File: config.mk
export PLATFORM = sky130hd
export DESIGN_NAME = pla_personality_loader
export DESIGN_NICKNAME = d
export VERILOG_FILES = /design/src/rtl/pla_personality_loader.sv
export SDC_FILE = /design/constraint.sdc
export NUM_CORES = 1
export LEC_CHECK = 0
export BUFFER_PORTS_ARGS = -buffer_cell sky130_fd_sc_hd__buf_2
export CAP_MARGIN = 20
export CORE_MARGIN = 2
export CORE_UTILIZATION = 50
export CTS_BUF_LIST = sky130_fd_sc_hd__clkbuf_2 sky130_fd_sc_hd__clkbuf_4 sky130_fd_sc_hd__clkbuf_8
export DETAILED_ROUTE_END_ITERATION = 12
export PLACE_DENSITY = 0.72
export SYNTH_ARGS = -nofsm -noshare
export SYNTH_HDL_FRONTEND = slang
export SYNTH_SLANG_ARGS = --single-unit
File: constraint.sdc
create_clock -name clk -period 1.8 [get_ports clk]
set_input_delay 0.18 -clock clk [delete_from_list [all_inputs] [get_ports clk]]
set_output_delay 0.18 -clock clk [all_outputs]
set_load 0.02 [all_outputs]
File: src/rtl/pla_personality_loader.sv
// pla_personality_loader
//   Streams an AND-plane personality in bit by bit over a valid/ready
//   handshake. The bits are stored in an internal N_TERMS x N_IN memory.
//   Once the load completes, the block evaluates the registered product
//   terms from the live inputs on every clock.
//
// Ports
//   clk        : clock, rising edge active
//   rst_n      : asynchronous active-low reset
//   load_start : single-cycle request to (re)start a full personality load
//   cfg_valid  : personality bit present on cfg_bit
//   cfg_bit    : personality bit; the first bit of a row lands in bit N_IN-1
//   cfg_ready  : loader accepts a bit this cycle (high only while loading)
//   load_done  : one-cycle pulse after the final bit has been written
//   a          : array inputs, N_IN wide
//   b          : registered product terms; b[j] is formed from row j
//   b_valid    : b reflects a complete personality
module pla_personality_loader #(
  parameter int N_IN    = 7,
  parameter int N_TERMS = 3
) (
  input  logic               clk,
  input  logic               rst_n,
  input  logic               load_start,
  input  logic               cfg_valid,
  input  logic               cfg_bit,
  output logic               cfg_ready,
  output logic               load_done,
  input  logic [N_IN-1:0]    a,
  output logic [N_TERMS-1:0] b,
  output logic               b_valid
);

  localparam int BW = $clog2(N_IN) + 1;
  localparam int RW = $clog2(N_TERMS) + 1;
  localparam logic [BW-1:0] BIT_LAST = BW'(N_IN - 1);
  localparam logic [RW-1:0] ROW_LAST = RW'(N_TERMS - 1);

  typedef enum logic [1:0] {IDLE, LOAD, RUN} state_t;

  state_t                         state;
  state_t                         state_nxt;
  logic [BW-1:0]                  bit_cnt;
  logic [RW-1:0]                  row_cnt;
  logic [N_IN-1:0]                row_buf;
  logic [N_IN-1:0]                row_shift;
  logic [N_TERMS-1:0][N_IN-1:0]   mem;
  logic                           accept;
  logic                           bit_last;
  logic                           row_last;

  // An input is "don't care" for a term unless its personality bit is set,
  // so an all-zero row evaluates to 1.
  function automatic logic [N_TERMS-1:0] eval_terms(
    input logic [N_IN-1:0]              in_a,
    input logic [N_TERMS-1:0][N_IN-1:0] pers
  );
    logic [N_TERMS-1:0] t;
    for (int j = 0; j < N_TERMS; j++) begin
      t[j] = &(in_a | ~pers[j]);
    end
    return t;
  endfunction

  assign accept    = (state == LOAD) && cfg_valid;
  assign bit_last  = (bit_cnt == BIT_LAST);
  assign row_last  = (row_cnt == ROW_LAST);
  // Shifting left means the first streamed bit ends up in the MSB.
  assign row_shift = (row_buf << 1) | N_IN'(cfg_bit);

  // State register
  always_ff @(posedge clk or negedge rst_n) begin
    if (!rst_n) begin
      state <= IDLE;
    end else begin
      state <= state_nxt;
    end
  end

  // Next-state logic; load_start takes priority over the final beat
  always_comb begin
    state_nxt = state;
    unique case (state)
      IDLE: if (load_start) state_nxt = LOAD;
      LOAD: begin
        if (load_start)                       state_nxt = LOAD;
        else if (accept && bit_last && row_last) state_nxt = RUN;
      end
      RUN:  if (load_start) state_nxt = LOAD;
      default: state_nxt = IDLE;
    endcase
  end

  // Output logic
  always_comb begin
    cfg_ready = 1'b0;
    if (state == LOAD) cfg_ready = 1'b1;
  end

  // Stage p0: row assembly, memory write, counters
  always_ff @(posedge clk or negedge rst_n) begin
    if (!rst_n) begin
      bit_cnt   <= '0;
      row_cnt   <= '0;
      row_buf   <= '0;
      mem       <= '0;
      load_done <= 1'b0;
    end else begin
      load_done <= 1'b0;
      if (load_start) begin
        bit_cnt <= '0;
        row_cnt <= '0;
        row_buf <= '0;
      end else if (accept) begin
        if (bit_last) begin
          for (int j = 0; j < N_TERMS; j++) begin
            if (row_cnt == RW'(j)) mem[j] <= row_shift;
          end
          row_buf <= '0;
          bit_cnt <= '0;
          if (row_last) begin
            row_cnt   <= '0;
            load_done <= 1'b1;
          end else begin
            row_cnt <= row_cnt + 1'b1;
          end
        end else begin
          row_buf <= row_shift;
          bit_cnt <= bit_cnt + 1'b1;
        end
      end
    end
  end

  // Stage p1: registered product terms
  always_ff @(posedge clk or negedge rst_n) begin
    if (!rst_n) begin
      b       <= '0;
      b_valid <= 1'b0;
    end else if ((state == RUN) && !load_start) begin
      b       <= eval_terms(a, mem);
      b_valid <= 1'b1;
    end else begin
      b       <= '0;
      b_valid <= 1'b0;
    end
  end

endmodule
==> flow_metrics.tcl, run 1 <==
set metrics [dict create \
    status "complete, no violations" \
    yosysWarnings 0 \
    grt_antenna_before_repair 0 \
    cp-start-kind "register" \
    cts.sinks 41 \
    ant_nets 0 \
    synth_top_family_by_area "simple AND/OR/NAND/NOR gates" \
    routed_wl_mm 3.79 \
    endpoint_kind "register" \
    syn2layout_area_growth_pct 22.5 \
    pin_count 18 \
    die_h_um 64.7 \
    placed_area_um2 2090 \
    worst_pin_slew_ns 0.447 \
    synth_seq_area_share_pct 55.6 \
    critical_path.max_fanout 8 \
    grt_pass1_wl_mm 6.31 \
    dp_slack_ns -0.0835 \
    clock_latency_ns 0.30 \
    vias 1300 \
    numCtsBuffers 5 \
    worst-path-buf-inv 2 \
    r2r_slack_ns 0.05 \
    crit_type "register to register" \
    slew_headroom_pct 70.2 \
    globalRoute.totalOverflow 0 \
    path_delay_family "simple AND/OR/NAND/NOR gates" \
    cts.path.max_buffers 2 \
    syn-num-nets 176 \
    track_usage_pct 20.4 \
    core-area_um2 3610 \
    synth_fa_ha_area_share_pct 1.36 \
    h-tree-depth 2 \
    final_max_slew_viol_count 0 \
    synth.distinct_cells 30 \
    max-cap-violations 0 \
    post-route-min-period_ns 1.75 \
    arrival_ns 1.94 \
    muxShareOfSynthArea_pct 12.8 \
    hold_viol_final 0 \
    portBuffers 17 \
    cp_cell_sequence "nand2b_4, or3_4, buf_6, nor2_4, buf_6, mux2_2" \
    path_clk_slew_ns 0.08 \
    fin_ws_ns 0.0480 \
    power_leakage_nw 1.04 \
    final_area_um2 2260 \
    timing.final.crit_share_pct 97.3 \
    worst_path_most_repeated_cell "buf_6" \
    antennaDiodeCount 0 \
    layout_commonest_cell "dfrtp_1" \
    wl_per_cell_um 15.4 \
    drtIter0Drc 65 \
    grt_max_degree 25 \
    drive_above_1_share_pct 36.9 \
    synth-simple-area-share_pct 13.8 \
    start_util_pct 51.1 \
    synth-compound-area-share_pct 9.63 \
    hold_path_class "primary input to register" \
    syn_avg_cell_area_um2 11.4 \
    root_buffer "clkbuf_8" \
    finalNetCount 211 \
    fmax_mhz 571 \
    rows 22 \
    first_pass_iters 4 \
    synth.cell_area_um2 1840 \
    drc 0 \
    place_hpwl_mm 2.79 \
    fin_skew_ns 0.00329 \
    p_per_area_nw_per_um2 738 \
    synth_xor_area_share_pct 0.475 \
    ir_drop_mv 0.566 \
    fp.dieW_um 64.7 \
    cp_data_required_time_ns 1.99 \
    gp_congestion 0.912 \
    first_global_vias 1299 \
    dieArea_um2 4190 \
    fillers 295 \
    crit_path_max_incr_delay_ns 0.41 \
    syn_inst 162 \
    tritoncts "done" \
    rsz0062_at_grt "false" \
    cp_slowest_cell "or3_4" \
    vias_per_cell 5.28 \
    layout_common_cells "dfrtp_1 (41), inv_1 (23), mux2_2 (18)" \
    yosys_register_bits 41 \
    finalSetupViolations 0 \
]
-- path summary, 6_finish.rpt --
check / startpoint / end / cells past startpoint
worst max-delay path: row_cnt[2] / mem[18] / 6
worst min-delay path: cfg_bit / mem[0] / 2
worst max register to register: row_cnt[2] / mem[18] / 6
worst min register to register: mem[12] / mem[12] / 1
max in group asynchronous: rst_n / mem[10] / 3
min in group asynchronous: rst_n / row_cnt[2] / 2
-- repair_timing --
item / CTS / global route
resized for setup: 4 / 10
buffers inserted: 0 / 1
pin swaps: 1 / 3
hold buffers: 1 / 0
hold endpoints to repair: 17 / 0
endpoints found under the setup margin: 21 / 21
-- synth_stat cells --
cell / instances / area [um2]
nand3b_1: 2 / 15.0
buf_6: 1 / 11.3
nand4_1: 1 / 6.26
nand2_1: 6 / 22.5
and3b_2: 1 / 10.0
and3b_1: 1 / 8.76
clkbuf_1: 2 / 7.51
o221ai_1: 3 / 26.3
xnor2_1: 1 / 8.76
nor3_1: 1 / 5.00
o22ai_1: 6 / 37.5
nand2b_1: 4 / 25.0
a211o_1: 1 / 8.76
nor4_1: 3 / 18.8
or4_1: 1 / 7.51
inv_1: 24 / 90.1
mux2_2: 21 / 236
ha_1: 2 / 25.0
nand3_1: 3 / 15.0
nor2_1: 11 / 41.3
a21oi_1: 7 / 35.0
a22oi_1: 6 / 45.0
nor4_4: 2 / 42.5
dfrtp_1: 41 / 1030
nand2b_2: 1 / 8.76
or3b_2: 1 / 8.76
o21ai_0: 5 / 25.0
nor2_2: 1 / 6.26
or3_1: 2 / 12.5
buf_4: 1 / 7.51
-- report_power, final --
part           internal [W]  leakage (nW)  switching [W]
clock              0.000310        0.0512       0.000317
sequential         0.000929         0.564     0.00000915
combinational     0.0000423         0.424      0.0000596
total               0.00128          1.04       0.000386
-- per-layer routing --
layer / GRT usage, % / wire length [um]
met1: 27.6 / 1700
met4: 9.57 / 69
met3: 4.69 / 141
met2: 30.9 / 1880
met5: 0 / 0
-- state kept, by name, summed over array words and instances (netlist names) --
name,flops
row_buf,6
mem,21
b,3
state,2
b_valid,1
row_cnt,3
bit_cnt,4
load_done,1
-- layout make-up --
type	count	area (um2)	share of cell area [%]
clock buffer	6	82.6	3.65
clock inverter	2	13.8	0.609
inverter	24	90.1	3.99
multi-input combinational	93	759	33.6
sequential	41	1030	45.4
tap	48	60.1	2.66
timing repair buffer	32	228	10.1
-- metrics by stage --
step	std cells	TNS, ns	hold WS, ns	power (W)	utilization [%]
after floorplan	162	-1.31	-0.116	0.000989	-
after global placement	236	-0.503	0.138	0.00104	57.8
after detailed placement	236	-1.31	0.149	0.00105	57.8
after CTS	245	-0.00369	0.179	0.00168	61.2
after global routing	246	0	0.188	0.00172	62.7
final	246	0	0.203	0.00167	62.7
-- kinds of logic after synthesis --
group           Yosys count
mux                      21
buf+inv                  28
xor+xnor                  1
fa+ha+maj                 2
flops                    41
compound gates           28
simple gates             41
Power figures use the tool's default switching activity.
==> run 2, diff against run 1 <==
--- a/config.mk
+++ b/config.mk
@@ -11,7 +11,7 @@
 export CORE_UTILIZATION = 50
 export CTS_BUF_LIST = sky130_fd_sc_hd__clkbuf_2 sky130_fd_sc_hd__clkbuf_4 sky130_fd_sc_hd__clkbuf_8
 export DETAILED_ROUTE_END_ITERATION = 12
-export PLACE_DENSITY = 0.72
+export PLACE_DENSITY = 0.77
 export SYNTH_ARGS = -nofsm -noshare
 export SYNTH_HDL_FRONTEND = slang
 export SYNTH_SLANG_ARGS = --single-unit
==> run 2 against run 1 <==
- the run now ends with negative setup slack left
- global-route usage rose by 1.8 points
- clock power rose by 4.3%
- non-clock buffer count fell by 1
- count of clock-buffer cells in the layout rose by 1
- critical path type unchanged
- critical endpoint is now mem[20]
- highest routed layer unchanged
==> flow_metrics.tcl, run 2 (same netlist as run 1, synthesis figures left out) <==
set metrics [dict create \
    first_pass_iters 4 \
    syn2layout_area_growth_pct 22.4 \
    die_h_um 64.7 \
    sw_frac_of_total_pct 22.3 \
    drive_above_1_share_pct 36.5 \
    slew_headroom_pct 66.6 \
    reg2reg_depth 6 \
    root_buffer "clkbuf_8" \
    fin_ws_ns -0.0117 \
    timing.rr.start "state[1]" \
    worst_pin_slew_ns 0.500 \
    path_clk_slew_ns 0.08 \
    pin_count 18 \
    status "finished, violations left" \
    endpoint_kind "register" \
    r2r-end "mem[20]" \
    final_cells 245 \
    layout_commonest_cell "dfrtp_1" \
    post-route-min-period_ns 1.81 \
    wl_per_cell_um 16.6 \
    pwr-share-seq_pct 55.7 \
    h-tree-depth 2 \
    hold_viol_final 0 \
    finalSetupViolations 2 \
    first_global_vias 1464 \
    numCtsBuffers 5 \
    violations "negative setup slack" \
    drtIter0Drc 56 \
    cp-start-kind "register" \
    ir_drop_mv 0.567 \
    r2r_slack_ns -0.01 \
    p_per_area_nw_per_um2 747 \
    min_from "cfg_bit" \
    fin_skew_ns 0.00409 \
    antennaDiodeCount 0 \
    utilization_pct 62.6 \
    p_int_w 0.00131 \
    cp_data_required_time_ns 1.98 \
    grt_max_degree 42 \
    hold_path_class "primary input to register" \
    grt_pass1_wl_mm 6.82 \
    fin_hold_ws_ns 0.196 \
    max-cap-violations 0 \
    pwr-share-clk_pct 38.8 \
    finalNetCount 210 \
    layout_common_cells "dfrtp_1 (41), inv_1 (23), buf_2 (17)" \
    globalRoute.totalOverflow 0 \
    vias_per_cell 5.51 \
    fp.dieW_um 64.7 \
    min_path_cells 2 \
    gp_congestion 0.908 \
    cts.sinks 41 \
    ant_nets 0 \
    cts.path.max_buffers 2 \
    crit_type "register to register" \
    largest_reg_flops 21 \
    rows 22 \
    power_leakage_nw 1.04 \
    fmax_mhz 552 \
    arrival_ns 1.99 \
    p_switching_w 0.000377 \
    combPwrFrac_pct 5.5 \
    start_util_pct 51.1 \
    reg.largest.list "mem: 21 flops, row_buf: 6 flops, bit_cnt: 4 flops" \
    rsz0062_at_grt "true" \
    critical_path.max_fanout 8 \
    regMostFlops "mem" \
    portBuffers 17 \
    grt_antenna_before_repair 0 \
    place_hpwl_mm 2.77 \
    timing.final.crit_share_pct 101 \
    dpl.cell_count 234 \
    final_max_slew_viol_count 0 \
    routed_wl_mm 4.06 \
    dieArea_um2 4190 \
    tritoncts "done" \
    track_usage_pct 22.1 \
    clock_latency_ns 0.29 \
    holdPathEnd "mem[7]" \
    core-area_um2 3610 \
    vias 1351 \
    drc 0 \
]
==> run 2: cell types whose count changed in the layout (fill, tap and decap cells not counted), sizes merged <==
cell and delta:
clkinv -1, buf -1, clkbuf +1
==> run 2: layout make-up <==
cell class	count	area, um2
clock inverters	1	5.00
well taps	48	60.1
clock buffers	7	96.3
inverters	24	90.1
flip-flops and latches	41	1030
repair buffers	31	208
multi-input cells	93	772
fillers	276	1350
==> run 2: worst max-delay path by stage <==
stage,from,endpoint,slack (ns),cells past startpoint
2_1_floorplan,state[1],mem[0],-0.10,5
3_3_place_gp,state[1],mem[16],-0.04,6
3_5_place_dp,state[1],mem[15],-0.09,6
4_1_cts,state[1],mem[20],-0.002,6
5_1_grt,state[1],mem[20],-0.04,6
6_report,state[1],mem[20],-0.01,6
==> run 2: power groups by stage <==
stage / logic (W) / registers [W] / clock network [W]
final: 0.0000924 / 0.000939 / 0.000655
after detailed placement: 0.0000842 / 0.000956 / 0
after global placement: 0.0000802 / 0.000955 / 0
after CTS: 0.0000877 / 0.000938 / 0.000664
after global routing: 0.000104 / 0.000940 / 0.000708
after floorplan: 0.0000359 / 0.000953 / 0
==> run 2: stage by stage <==
step	power (W)	TNS [ns]	cell area, um2	setup slack [ns]
2_1_floorplan	0.000989	-1.31	1860	-0.100
3_3_place_gp	0.00104	-0.471	2060	-0.0380
3_5_place_dp	0.00104	-1.36	2060	-0.0899
4_1_cts	0.00169	-0.00222	2200	-0.00201
5_1_grt	0.00175	-0.107	2260	-0.0365
6_report	0.00169	-0.0139	2260	-0.0117
==> run 2: layer usage <==
layer / vias up / track usage [%] / wire length, um
li1: 629 / - / -
met1: 675 / 26.4 / 1660
met2: 35 / 36.0 / 2090
met3: 12 / 6.60 / 189
met4: 0 / 11.7 / 121
met5: - / 0 / 0
==> run 2: worst max-delay path, stage by stage, from the launching register on <==
cell and delay, ns:
dfrtp_1 0.39, nand2b_4 0.15, or3_4 0.43, buf_6 0.14, nor2_4 0.08, buf_6 0.16
mux2_2 0.35
==> run 2: timing repair <==
| action | in CTS | in global routing |
|---|---|---|
| endpoints found under the setup margin | 21 | 28 |
| pin swaps | 0 | 4 |
| setup buffers | 1 | 1 |
| endpoints found under the hold margin | 41 | 0 |
| hold buffers | 1 | 0 |
| resized for setup | 6 | 12 |
